`src/rtl/fifo_arb_pkg.sv`:
```
// Shared types and the rotating-priority search used by the FIFO write-port arbiter.
package fifo_arb_pkg;

  typedef enum logic {
    IDLE  = 1'b0,
    GRANT = 1'b1
  } fifo_arb_state_t;

  localparam int unsigned STATS_W = 16;
  localparam int unsigned MAX_REQ = 16;

  // The search wraps modulo MAX_REQ. Valid bits at or above NUM_REQ are zero,
  // so the result matches a search that wraps modulo NUM_REQ.
  function automatic logic [3:0] rr_pick(input logic [MAX_REQ-1:0] valid,
                                         input logic [3:0]         last);
    logic [3:0] idx;
    for (int unsigned i = 1; i <= MAX_REQ; i++) begin
      idx = last + 4'(i);
      if (valid[idx]) return idx;
    end
    return last;
  endfunction

endpackage

```
`src/rtl/fifo_wr_arbiter_rr.sv`:
```
// Combinational picker: first valid requester after last_owner, wrapping round.
module rr_arbiter
  import fifo_arb_pkg::*;
#(
  parameter int unsigned NUM_REQ = 4
) (
  input  logic [NUM_REQ-1:0]         valid,
  input  logic [$clog2(NUM_REQ)-1:0] last_owner,
  output logic [$clog2(NUM_REQ)-1:0] index,
  output logic                       any_valid
);

  localparam int unsigned OW = $clog2(NUM_REQ);

  logic [MAX_REQ-1:0] valid_ext;
  logic [3:0]         pick;

  always_comb begin
    valid_ext = '0;
    valid_ext[NUM_REQ-1:0] = valid;
  end

  assign pick      = rr_pick(valid_ext, 4'(last_owner));
  assign index     = OW'(pick);
  assign any_valid = |valid;

endmodule

```
`src/rtl/fifo_wr_arbiter.sv`:
```
// Round-robin arbiter sharing one FIFO write port between NUM_REQ valid/ready producers.
// Optional per-requester accept counters: define FIFO_WR_ARBITER_STATS_EN.
module fifo_wr_arbiter
  import fifo_arb_pkg::*;
#(
  parameter int unsigned DWIDTH    = 32,
  parameter int unsigned NUM_REQ   = 4,
  parameter int unsigned MAX_BURST = 8
) (
  input  logic                        clk_i,
  input  logic                        srst_i,
  input  logic [NUM_REQ*DWIDTH-1:0]   req_data_i,
  input  logic [NUM_REQ-1:0]          req_valid_i,
  output logic [NUM_REQ-1:0]          req_ready_o,
  output logic [DWIDTH-1:0]           fifo_data_o,
  output logic                        fifo_wrreq_o,
  input  logic                        fifo_full_i,
  output logic [NUM_REQ-1:0]          grant_o,
  output logic                        busy_o
`ifdef FIFO_WR_ARBITER_STATS_EN
  ,
  input  logic                        stats_clr_i,
  output logic [NUM_REQ*STATS_W-1:0]  stats_cnt_o
`endif
);

  localparam int unsigned OW = $clog2(NUM_REQ);
  localparam int unsigned BW = $clog2(MAX_BURST + 1);

  fifo_arb_state_t state, state_n;
  logic [OW-1:0]   owner, owner_n, last_owner, last_owner_n;
  logic [BW-1:0]   burst_cnt, burst_cnt_n;
  logic [OW-1:0]   pick_idx;
  logic            any_valid;
  logic            owner_valid;
  logic [DWIDTH-1:0] slice [NUM_REQ];

  for (genvar k = 0; k < NUM_REQ; k++) begin : g_slice
    assign slice[k] = req_data_i[k*DWIDTH +: DWIDTH];
  end

  assign owner_valid = req_valid_i[owner];
  assign fifo_data_o = slice[owner];

  rr_arbiter #(.NUM_REQ(NUM_REQ)) u_rr (
    .valid      (req_valid_i),
    .last_owner (last_owner),
    .index      (pick_idx),
    .any_valid  (any_valid)
  );

  always_ff @(posedge clk_i) begin
    if (srst_i) begin
      state      <= IDLE;
      owner      <= '0;
      last_owner <= OW'(NUM_REQ - 1);
      burst_cnt  <= '0;
    end else begin
      state      <= state_n;
      owner      <= owner_n;
      last_owner <= last_owner_n;
      burst_cnt  <= burst_cnt_n;
    end
  end

  always_comb begin
    state_n      = state;
    owner_n      = owner;
    last_owner_n = last_owner;
    burst_cnt_n  = burst_cnt;
    req_ready_o  = '0;
    fifo_wrreq_o = 1'b0;
    grant_o      = '0;
    busy_o       = 1'b0;
    unique case (state)
      IDLE: begin
        if (any_valid) begin
          owner_n     = pick_idx;
          burst_cnt_n = '0;
          state_n     = GRANT;
        end
      end
      GRANT: begin
        busy_o              = 1'b1;
        grant_o[owner]      = 1'b1;
        req_ready_o[owner]  = !fifo_full_i;
        fifo_wrreq_o        = owner_valid && !fifo_full_i;
        if (fifo_wrreq_o) burst_cnt_n = burst_cnt + 1'b1;
        // A full FIFO freezes the burst without releasing; only a dropped
        // valid or the last word of the burst hands the port back.
        if (!owner_valid || (fifo_wrreq_o && burst_cnt == BW'(MAX_BURST - 1))) begin
          state_n      = IDLE;
          last_owner_n = owner;
          burst_cnt_n  = '0;
        end
      end
      default: state_n = IDLE;
    endcase
    if (srst_i) begin
      req_ready_o  = '0;
      fifo_wrreq_o = 1'b0;
      grant_o      = '0;
      busy_o       = 1'b0;
    end
  end

`ifdef FIFO_WR_ARBITER_STATS_EN
  logic [STATS_W-1:0] stats_q [NUM_REQ];

  always_ff @(posedge clk_i) begin
    for (int unsigned k = 0; k < NUM_REQ; k++) begin
      if (srst_i || stats_clr_i) begin
        stats_q[k] <= '0;
      end else if (fifo_wrreq_o && owner == OW'(k) && stats_q[k] != '1) begin
        stats_q[k] <= stats_q[k] + 1'b1;
      end
    end
  end

  for (genvar k = 0; k < NUM_REQ; k++) begin : g_stats
    assign stats_cnt_o[k*STATS_W +: STATS_W] = stats_q[k];
  end
`endif

endmodule

```
`config.mk`:
```
export PLATFORM = sky130hd
export DESIGN_NAME = fifo_wr_arbiter
export DESIGN_NICKNAME = d
export VERILOG_FILES = /design/src/rtl/fifo_arb_pkg.sv /design/src/rtl/fifo_wr_arbiter_rr.sv /design/src/rtl/fifo_wr_arbiter.sv
export SDC_FILE = /design/constraint.sdc
export NUM_CORES = 1
export LEC_CHECK = 0
export BUFFER_PORTS_ARGS = -buffer_cell sky130_fd_sc_hd__buf_2
export CELL_PAD_IN_SITES_DETAIL_PLACEMENT = 0
export CELL_PAD_IN_SITES_GLOBAL_PLACEMENT = 2
export CORE_MARGIN = 4
export CORE_UTILIZATION = 17
export DETAILED_ROUTE_END_ITERATION = 8
export GPL_TIMING_DRIVEN = 0
export PLACE_DENSITY = 0.81
export SYNTH_ARGS = -nofsm -noshare
export SYNTH_HDL_FRONTEND = slang
export SYNTH_SLANG_ARGS = --single-unit
```
`constraint.sdc`:
```
create_clock -name clk_i -period 2.65 [get_ports clk_i]
set_input_delay 0.265 -clock clk_i [delete_from_list [all_inputs] [get_ports clk_i]]
set_output_delay 0.265 -clock clk_i [all_outputs]
set_load 0.02 [all_outputs]
```
## Yosys cells after proc, flatten, opt, wreduce, memory -nomap -nowiden

Index checks and enable logic that the tools add are counted.

| cells by class | value |
|---|---|
| add/sub/neg operators | 16 |
| magnitude comparators | 19 |
| equal/unequal tests | 3 |
| muxes and demuxes | 289 |
| bitwise logic cells | 3 |
| reductions and logical operators | 10 |

Operator list:

| operator | number |
|---|---|
| $mux W1 | 198 |
| $mux W2 | 61 |
| $bmux W32 S2 | 1 |
| $mux W32 | 2 |
| $bmux W1 S4 | 15 |
| $lt A4 B5 Y1 const B | 12 |
| $mux W4 | 7 |
| $add A2 B3 Y4 const B | 4 |
| $add A2 B4 Y4 const B | 4 |
| $lt A3 B5 Y1 const B | 3 |
| $add A3 B3 Y4 const B | 2 |
| $pmux W4 S2 | 1 |
| $add A2 B2 Y3 const B | 2 |
| $reduce_and A2 Y1 | 3 |
| $lt A2 B5 Y1 const B | 1 |
| $add A3 B1 Y4 const B | 1 |
| $add A3 B2 Y4 const B | 1 |
| $add A4 B1 Y4 const B | 1 |
| $and A4 B4 Y4 | 1 |
| $bmux W1 S2 | 2 |
| $eq A4 B3 Y1 const B | 1 |
| $reduce_or A4 Y1 | 1 |
| $add A2 B1 Y3 const B | 1 |
| $ge A3 B3 Y1 const B | 1 |
| other kinds (11) | 14 |

| storage, ports and cells | value |
|---|---|
| bits in registers | 9 |
| input port bits | 135 |
| output and inout bits | 42 |
| logic and storage cells | 344 |

## Logic depth before layout (Yosys ltp)

Gate-level depths: netlist of the first run.

| logic depth | value |
|---|---|
| depth after elaboration | 125 |
| gate-level depth with buffers | 8 |
| gate-level depth less buffers | 6 |

## Modules after synthesis

Synthesis of the first run repeated with hierarchy kept, for this count alone.

| second synthesis, totals | value |
|---|---|
| cells, all modules | 129 |
| area, all modules | 1475.2 µm² |

By module, submodules not included:

| module | instances | cells an instance | area an instance (µm²) | seq. area each (µm²) |
|---|---|---|---|---|
| fifo_wr_arbiter | 1 | 101 | 1257.5 | 180.2 |
| rr_arbiter | 1 | 28 | 217.7 | 0.0 |

## Worst setup path after synthesis of the first run

No wires, ideal clock.

| timing | value |
|---|---|
| path type | reg2reg |
| start | register last_owner[0] |
| end | register owner[0] |
| setup time | 0.061 ns |
| data arrival time | 1.824 ns |
| data required time | 2.589 ns |
| slack | 0.765 ns |
| cell stages (with the launch flop) | 9 |
| clock period less this slack | 1.885 ns |
| cell sequence | dfxtp_1 -> buf_2 -> inv_1 -> ha_1 -> buf_2 -> mux2i_1 -> o22ai_1 -> o311ai_0 -> a32o_1 |

| between the ends | value |
|---|---|
| longest elaborated chain between the ends | 63 |

Ends and longest elaborated chain:

| element | line | text |
|---|---|---|
| start, declared | fifo_wr_arbiter.sv:31 | `logic [OW-1:0] owner, owner_n, last_owner, last_owner_n;` |
| start signal, assigned | fifo_wr_arbiter.sv:56 | `last_owner <= OW'(NUM_REQ - 1);` |
| start signal, assigned | fifo_wr_arbiter.sv:61 | `last_owner <= last_owner_n;` |
| $add A2 B2 Y3 | fifo_arb_pkg.sv:18 | `idx = last + 4'(i);` |
| $bmux W1 S4 | fifo_arb_pkg.sv:19 | `if (valid[idx]) return idx;` |
| $mux W1 (implied by the code) | fifo_arb_pkg.sv:19 |  |
| $mux W2 (2 in series) | fifo_arb_pkg.sv:19 |  |
| $mux W2 (2 in series) | fifo_arb_pkg.sv:17 | `for (int unsigned i = 1; i <= MAX_REQ; i++) begin` |
| $mux W2 (4 in series) | fifo_arb_pkg.sv:19 |  |
| $mux W2 (6 in series) | fifo_arb_pkg.sv:17 |  |
| $mux W2 (4 in series) | fifo_arb_pkg.sv:19 |  |
| $mux W2 (10 in series) | fifo_arb_pkg.sv:17 |  |
| $mux W2 | fifo_arb_pkg.sv:19 |  |
| $mux W2 (11 in series) | fifo_arb_pkg.sv:17 |  |
| $mux W2 (4 in series) | fifo_arb_pkg.sv:19 |  |
| $mux W2 (15 in series) | fifo_arb_pkg.sv:17 |  |
| $mux W2 * | fifo_arb_pkg.sv:21 | `return last;` |
| end signal, assigned | fifo_wr_arbiter.sv:60 | `owner <= owner_n;` |
| end, declared | fifo_wr_arbiter.sv:31 |  |

Every way passes the cells marked *; elsewhere a longest branch is shown, timed or not. The select of a mux whose other input is x is not followed.
A chain may end at the register's enable or synchronous reset.

## Worst setup path after layout of the first run

Same ends and word-level chain as after synthesis.

==> parameters.txt, run 1 <==
Parameter                              Value

Global route
  GRT Residual Overflow ... 0
  Via count of the first global-routing pass ... 1,966
  Maximum number of pins on one net before global-route repair ... 11
  Antenna violations before repair ... 0
  Tot GR Track Use ... 0.130
  First-pass GRT wire length ... 10,600 microns

Clock tree
  Clock tree buffer depth ... 2
  Post-cts hold buffer count ... 0
  Clock tree from TritonCTS ... done
  Clk sinks ... 9
  Root Buffer ... clkbuf_8
  Total clock buffers created by CTS ... 3
  Post-cts gate resize count ... 0
  H-tree levels ... 1
  Post-CTS clock slew at the launch and capture registers of the worst setup and hold paths ... 0.05 ns
  Clock Latency Late Sink ... 0.23 ns
  Postcts setup bufs ... 0

Placed design
  Setup slack after placement ... 0.400 ns
  Port bufs ... 175
  Routability cong. ... 0.847
  Final HPWL from detailed placement ... 6990 microns
  Placement Cell Area ... 2550 sq um

Layout
  Proportion of layout cells with a drive suffix above 1 ... 0.705
  Design Area, Final ... 2590 sq um
  Final antenna diode count ... 0
  Count of filler cells inserted in the layout ... 954
  Signed area change from the synthesized netlist to the final layout ... 68.7%
  Final-stage net count ... 458

Worst setup path
  Worst Reg2Reg Path Length in Cells ... 8
  CP required ... 2.82 ns
  Worst setup path class ... reg2reg
  Arrival time at the worst endpoint ... 2.50 ns
  Type of origin of the critical path ... flip-flop
  Reg-to-reg startpoint ... last_owner[0]
  Endpoint of the most critical setup path ... owner[0]
  Critical path launch point ... last_owner[0]
  Reg2Reg Capture Point ... owner[0]
  Type of destination of the critical path ... flip-flop
  Worst setup slack for register-to-register paths ... 0.32 ns
  Worst-path maximum fanout ... 10

Timing
  Setup repair after global routing missed its margin ... false
  Maximum clock frequency ... 430 MHz
  Endpoints failing hold ... 0
  Hold Worst Slack ... 0.287 ns
  Total negative setup slack ... 0 ns
  Count of final setup violators ... 0
  Minimum setup slack in the final design ... 0.323 ns
  Final Skew ... 0.00173 ns
  Max-slew violation count ... 0
  Worst-margin pin slew ... 0.596 ns
  Post-route fraction of the period consumed by the critical path ... 0.878
  Worst slew slack as a fraction of its limit ... 0.603
  Final critical-path required period ... 2.33 ns

Floorplan
  Die area ... 10,600 sq um
  Placement row count ... 34
  Core region area ... 8760 sq um
  Chip Width ... 103 microns
  Die height ... 103 microns
  Initial cell density of the core ... 0.175
  Num ports ... 177

Yosys
  Count of flip-flops with a built-in enable after synthesis ... 0
  Mapped Avg Cell Area ... 11.0 sq um
  Synthesized netlist cell count ... 140
  Dominant synthesized flop cell ... dfxtp_1
  Cell area after technology mapping ... 1540 sq um
  Ys async rst share ... 0
  Unique cell type count in the Yosys netlist ... 40
  Register area share after synthesis ... 0.117
  Synthesis-stage register bit count ... 9
  Number of nets in the synthesized netlist ... 278
  Yosys warning count ... 0

Power and ir drop
  Design Power ... 0.00120 W
  Worst vdd rail ir drop ... 0.000133 V
  Leak Pwr ... 1.24 nW
  P per Cell Area ... 463 nW/um^2

Routing
  Post-DR wirelength/cell ... 18.3 microns
  Number of DRC violations after detailed routing ... 0
  Total wirelength of the detailed-routed design ... 7810 microns
  Pre-antenna DRT Iters ... 4
  Post-route antenna net violation count ... 0
  Detailed-route via count ... 2,022
  First-iteration detailed-routing DRC count ... 66
  Vias per cell ... 4.74

Status
  Status ... finished clean

Worst hold path
  Type of the most critical hold path ... in2reg

Flow run
  Max Cap Violations ... 0
-- where the power goes --
part / internal, W / switching [W]
Sequential: 0.000149 / 0.0000145
Combinational: 0.000411 / 0.000465
Clock: 0.000105 / 0.0000568
Total: 0.000665 / 0.000536
-- metrics by stage --
stage,utilization,std cells
CTS,0.296,427
detailed placement,0.291,423
global route,0.296,427
finish,0.296,427
floorplan,-,140
global placement,0.291,423
-- cell usage in the layout, fill, tap and decap left out, types with 2 or more instances in the layout --
master	synthesis	layout
a221oi_1	2	2
o211ai_1	3	3
buf_1	3	3
nand2_1	10	10
buf_2	7	182
nor4_1	2	2
nor2_1	10	10
nor2b_1	2	2
ha_1	3	3
clkbuf_8	0	3
o31ai_1	3	3
clkbuf_1	1	2
and3_1	2	2
mux4_2	33	33
inv_1	6	6
dfxtp_1	9	9
mux2i_1	3	3
nand2b_1	6	6
nor3_1	5	5
mux2_2	3	3
a21oi_1	6	6
a32o_1	2	2
-- per-layer routing --
| metal | up-vias | GRT usage | wire length (microns) |
|---|---|---|---|
| met1 | 968 | 0.157 | 2920 |
| li1 | 940 | - | - |
| met5 | - | 0 | 0 |
| met4 | 0 | 0.0408 | 161 |
| met2 | 99 | 0.237 | 4020 |
| met3 | 15 | 0.0183 | 699 |
-- area by class of cell --
type,instances,area (sq um),share of cell area
buffer,13,68.8,0.0265
clock buffer,4,45.0,0.0174
inverter,6,22.5,0.00868
multi-input combinational,112,1270,0.488
sequential,9,180,0.0695
tap,108,135,0.0521
timing repair buffer,175,876,0.338
-- worst min-delay path by stage --
stage	startpoint	to	slack, ns	depth (start not counted)
after floorplan	srst_i	state	0.34	1
after global placement	burst_cnt[3]	burst_cnt[3]	0.45	1
after detailed placement	burst_cnt[3]	burst_cnt[3]	0.46	1
after CTS	srst_i	state	0.29	2
after global routing	srst_i	state	0.29	2
final	srst_i	state	0.29	2
-- kinds of logic (layout without fill, tap and decap cells) --
family | count (synthesis) | after routing | synth area share
AND/OR/NAND/NOR | 45 | 45 | 0.158
multiplexers | 39 | 39 | 0.525
AO/OA/AOI/OAI | 25 | 25 | 0.116
buffers and inverters | 19 | 198 | 0.0594
flip-flops | 9 | 9 | 0.117
adder cells (fa/ha/maj) | 3 | 3 | 0.0244
-- registers in the layout, indices dropped and copies added, names as in the netlist --
name	cells
owner	2
state	1
last_owner	2
burst_cnt	4
-- synth_stat cells, types with 3 or more instances --
master    count  area (sq um)
nand2_1      10          37.5
nand2b_1      6          37.5
nor3_1        5          25.0
o211ai_1      3          22.5
a21oi_1       6          30.0
nor2_1       10          37.5
buf_2         7          35.0
o31ai_1       3          22.5
buf_1         3          11.3
dfxtp_1       9           180
ha_1          3          37.5
mux4_2       33           743
mux2_2        3          33.8
mux2i_1       3          30.0
inv_1         6          22.5
-- critical path, cell delays in order, from the launching register on --
cell and delay [ns]:
dfxtp_1 0.33, buf_2 0.22, inv_1 0.15, ha_1 0.30, buf_2 0.17, mux2i_1 0.28
o22ai_1 0.11, o311ai_0 0.46, a32o_1 0.25
No activity file was read; power rests on OpenSTA's default activity.
==> inputs of run 2 (changes only) <==
--- a/config.mk
+++ b/config.mk
@@ -6,12 +6,13 @@
 export NUM_CORES = 1
 export LEC_CHECK = 0
+export ABC_AREA = 1
 export BUFFER_PORTS_ARGS = -buffer_cell sky130_fd_sc_hd__buf_2
 export CELL_PAD_IN_SITES_DETAIL_PLACEMENT = 0
 export CELL_PAD_IN_SITES_GLOBAL_PLACEMENT = 2
 export CORE_MARGIN = 4
-export CORE_UTILIZATION = 17
+export CORE_UTILIZATION = 13
 export DETAILED_ROUTE_END_ITERATION = 8
 export GPL_TIMING_DRIVEN = 0
-export PLACE_DENSITY = 0.81
+export PLACE_DENSITY = 0.79
 export SYNTH_ARGS = -nofsm -noshare
 export SYNTH_HDL_FRONTEND = slang
==> constraint.sdc (replaced) <==
create_clock -name clk_i -period 2.65 [get_ports clk_i]
set_input_delay 0.265 -clock clk_i [delete_from_list [all_inputs] [get_ports clk_i]]
set_output_delay 0.265 -clock clk_i [all_outputs]
set_load 0.1 [all_outputs]
==> run 2 against run 1 <==
Global-route usage down 2.2 points; power increased by 110%; sequential share of layout area shrank 0.25 points; highest routed layer unchanged; design area up 3.7%; non-clock buffer count unchanged; combinational power is 140% higher; critical path depth fell by 2.
==> parameters.txt, run 2 <==
Parameter                              Value

Status
  Status ... finished clean (unchanged)

Yosys
  Post-synthesis cell type with the largest combined area ... a22oi_1 (was mux4_2)
  Synthesis-stage register bit count ... 9 (unchanged)
  Most instantiated library cell after synthesis ... nand2_1 (was mux4_2)
  Count of flip-flops with a built-in enable after synthesis ... 0 (unchanged)
  Yosys warning count ... 0 (unchanged)
  Register area share after synthesis ... 0.123 (was 0.117)
  Mapped Avg Cell Area ... 5.66 sq um (was 11.0 sq um)
  Most frequent cells after synthesis ... nand2_1, a22oi_1, nand3_1, inv_1, clkbuf_1 (was mux4_2, nand2_1, nor2_1, dfxtp_1, buf_2)
  Dominant synthesized flop cell ... dfxtp_1 (unchanged)
  Area contributors post-synth ... a22oi_1, nand2_1, dfxtp_1, nand3_1, inv_1 (was mux4_2, dfxtp_1, ha_1, nand2_1, nand2b_1)
  Synthesized netlist cell count ... 259 (was 140)
  Yosys top cell area share ... 0.282 (was 0.483)
  Unique cell type count in the Yosys netlist ... 25 (was 40)
  Ys async rst share ... 0 (unchanged)
  Number of nets in the synthesized netlist ... 397 (was 278)
  Cell area after technology mapping ... 1470 sq um (was 1540 sq um)

Worst setup path
  Slowest stage cell, crit path ... clkbuf_1 (was o311ai_0)
  Sum of buffers and inverters on the critical path ... 3 (unchanged)
  List of cells traversed by the critical path ... nand2_1 -> inv_2 -> clkbuf_1 -> a22oi_1 -> nand2_1 -> buf_2 (was buf_2 -> inv_1 -> ha_1 -> buf_2 -> mux2i_1 -> o22ai_1 -> o311ai_0 -> a32o_1)
  Type of destination of the critical path ... primary output (was flip-flop)
  Worst setup path class ... reg2out (was reg2reg)
  Worst stage delay on the critical path ... 0.44 ns (was 0.46 ns)
  Worst-path maximum fanout ... 10 (unchanged)
  Arrival time at the worst endpoint ... 2.21 ns (was 2.50 ns)
  Cell with the most instances on the worst path ... nand2_1 (was buf_2)
  Type of origin of the critical path ... flip-flop (unchanged)
  Worst Reg2Reg Path Length in Cells ... 11 (was 8)
  Worst setup slack for register-to-register paths ... 0.84 ns (was 0.32 ns)
  Reg2Reg Capture Point ... owner[0] (unchanged)
  CP required ... 2.38 ns (was 2.82 ns)
  Critical path launch point ... owner[0] (was last_owner[0])
  Number of logic stages on the critical path including buffering ... 6 (was 8)
  Critical path's top delay family ... buffers and inverters (was compound AO/OA/AOI/OAI gates)
  Endpoint of the most critical setup path ... fifo_data_o[17] (was owner[0])
  Reg-to-reg startpoint ... last_owner[0] (unchanged)

Global route
  Via count of the first global-routing pass ... 2,424 (was 1,966)
  Tot GR Track Use ... 0.108 (was 0.130)
  Maximum number of pins on one net before global-route repair ... 11 (unchanged)
  Antenna violations before repair ... 0 (unchanged)
  First-pass GRT wire length ... 11,600 microns (was 10,600 microns)
  GRT Residual Overflow ... 0 (unchanged)

Floorplan
  Chip Width ... 114 microns (was 103 microns)
  Core region area ... 10,900 sq um (was 8760 sq um)
  Die area ... 13,000 sq um (was 10,600 sq um)
  Placement row count ... 38 (was 34)
  Initial cell density of the core ... 0.134 (was 0.175)
  Die height ... 114 microns (was 103 microns)
  Num ports ... 177 (unchanged)

Clock tree
  Postcts setup bufs ... 0 (unchanged)
  Post-CTS clock slew at the launch and capture registers of the worst setup and hold paths ... 0.04 ns (was 0.05 ns)
  Clk sinks ... 9 (unchanged)
  Root Buffer ... clkbuf_16 (was clkbuf_8)
  Clock tree buffer depth ... 2 (unchanged)
  H-tree levels ... 1 (unchanged)
  Clock Latency Late Sink ... 0.23 ns (about the same)
  Clock tree from TritonCTS ... done (unchanged)
  Total clock buffers created by CTS ... 3 (unchanged)

Placed design
  Final HPWL from detailed placement ... 6590 microns (was 6990 microns)
  Port bufs ... 175 (unchanged)
  Setup slack after placement ... 0.244 ns (was 0.400 ns)
  Routability cong. ... 0.843 (was 0.847)

Layout
  Commonest cells after routing, fill and taps aside ... buf_2, nand2_1, a22oi_1, nand3_1, inv_1 (was buf_2, mux4_2, nand2_1, nor2_1, dfxtp_1)
  Proportion of layout cells with a drive suffix above 1 ... 0.463 (was 0.705)
  Core Util, Final ... 0.246 (was 0.296)
  Final-stage net count ... 577 (was 458)
  Top reg by flops ... burst_cnt (unchanged)
  Count of filler cells inserted in the layout ... 1,258 (was 954)
  Max FFs per register ... 4 (unchanged)
  Signed area change from the synthesized netlist to the final layout ... 83.6% (was 68.7%)
  Largest registers ... burst_cnt: 4 flops, last_owner: 2 flops, owner: 2 flops (unchanged)
  Final antenna diode count ... 0 (unchanged)
  Most common library cell in the layout ignoring fill and taps ... buf_2 (unchanged)

Timing
  Minimum setup slack in the final design ... 0.177 ns (was 0.323 ns)
  Setup repair after global routing missed its margin ... false (unchanged)
  Maximum clock frequency ... 404 MHz (was 430 MHz)
  Max-slew violation count ... 0 (unchanged)
  Total negative setup slack ... 0 ns (unchanged)
  Worst slew slack as a fraction of its limit ... 0.653 (was 0.603)
  Final critical-path required period ... 2.47 ns (was 2.33 ns)
  Hold Worst Slack ... 0.438 ns (was 0.287 ns)
  Count of final setup violators ... 0 (unchanged)
  Endpoints failing hold ... 0 (unchanged)
  Post-route fraction of the period consumed by the critical path ... 0.933 (was 0.878)
  Final Skew ... 0.000612 ns (was 0.00173 ns)
  Worst-margin pin slew ... 0.520 ns (was 0.596 ns)

Flow run
  Max Cap Violations ... 0 (unchanged)

Power and ir drop
  Design Power ... 0.00254 W (was 0.00120 W)
  Worst vdd rail ir drop ... 0.000493 V (was 0.000133 V)
  P per Cell Area ... 943 nW/um^2 (was 463 nW/um^2)
  Leak Pwr ... 1.43 nW (was 1.24 nW)

Routing
  Detailed-route via count ... 2,463 (was 2,022)
  First-iteration detailed-routing DRC count ... 72 (was 66)
  Post-route antenna net violation count ... 0 (unchanged)
  Total wirelength of the detailed-routed design ... 7810 microns (about the same)
  Post-DR wirelength/cell ... 13.5 microns (was 18.3 microns)
  Vias per cell ... 4.26 (was 4.74)
  Pre-antenna DRT Iters ... 4 (unchanged)
  Number of DRC violations after detailed routing ... 0 (unchanged)

Worst hold path
  Cell depth of the worst min-delay path ... 2 (unchanged)
  Type of the most critical hold path ... in2reg (unchanged)
run 2: changes by cell type in the layout (fill, tap and decap cells not counted), sizes merged, moves of 4 or more:
cell    previous run  this run
nand3              2        21
nand4              0         4
nand2             10        97
inv                6        19
buf              187       176
mux4              33         0
nand2b             6         0
clkbuf             5        16
a22oi              0        55
run 2: timing repair:
action                                  in CTS  in global routing
endpoints found under the setup margin       2                  4
pin swaps                                    0                  0
hold buffers                                 0                  0
resized for setup                            1                  3
run 2: how the worst min path moves through the flow:
stage                 startpoint           end  slack (ns)
finish                    srst_i         state        0.44
global route              srst_i         state        0.47
CTS                       srst_i         state        0.44
detailed placement  burst_cnt[3]  burst_cnt[3]        0.46
global placement    burst_cnt[3]  burst_cnt[3]        0.45
floorplan           burst_cnt[3]  burst_cnt[3]        0.44
run 2: metrics by stage:
step | std cells | area (sq um)
after CTS | 578 | 2690
after detailed placement | 574 | 2610
after global routing | 578 | 2690
after global placement | 574 | 2610
final | 578 | 2690
after floorplan | 259 | 1560
run 2: routing by layer:
metal	GRT usage	part of all wire	wire [microns]
met5	0	0	0
met4	0.0103	0.0068	53
met3	0.0238	0.093	725
met2	0.191	0.48	3730
met1	0.140	0.42	3300
run 2: layout make-up:
cell class | count | area, sq um | share of cell area
flip-flops and latches | 9 | 180 | 0.0670
clock buffers | 4 | 78.8 | 0.0293
well taps | 140 | 175 | 0.0651
repair buffers | 175 | 876 | 0.326
inverters | 20 | 76.3 | 0.0284
multi-input cells | 217 | 1250 | 0.465
plain buffers | 13 | 52.6 | 0.0195
run 2: cell families (layout without fill, tap and decap cells):
kind of cell | after synthesis | after routing | synth area share
buffers and inverters | 33 | 212 | 0.0845
flip-flops | 9 | 9 | 0.123
adder cells (fa/ha/maj) | 3 | 3 | 0.0256
AND/OR/NAND/NOR | 144 | 144 | 0.417
XOR/XNOR | 2 | 2 | 0.0120
AO/OA/AOI/OAI | 68 | 68 | 0.338
run 2: report_power, final:
| group | total [W] | leakage (nW) | internal (W) | switching, W |
|---|---|---|---|---|
| sequential | 0.000176 | 0.0737 | 0.000151 | 0.0000252 |
| combinational | 0.00209 | 1.32 | 0.000389 | 0.00170 |
| clock | 0.000269 | 0.0382 | 0.000201 | 0.0000681 |
run 2: worst reg2reg max path, cell delays in order (launching register included):
cell and delay [ns]:
dfxtp_1 0.47, inv_2 0.12, ha_1 0.37, inv_1 0.09, nand3_1 0.11, nand3_1 0.12
nand2_1 0.08, inv_1 0.04, nand2_1 0.05, nand2_1 0.06, a21oi_1 0.13, a21oi_1 0.07
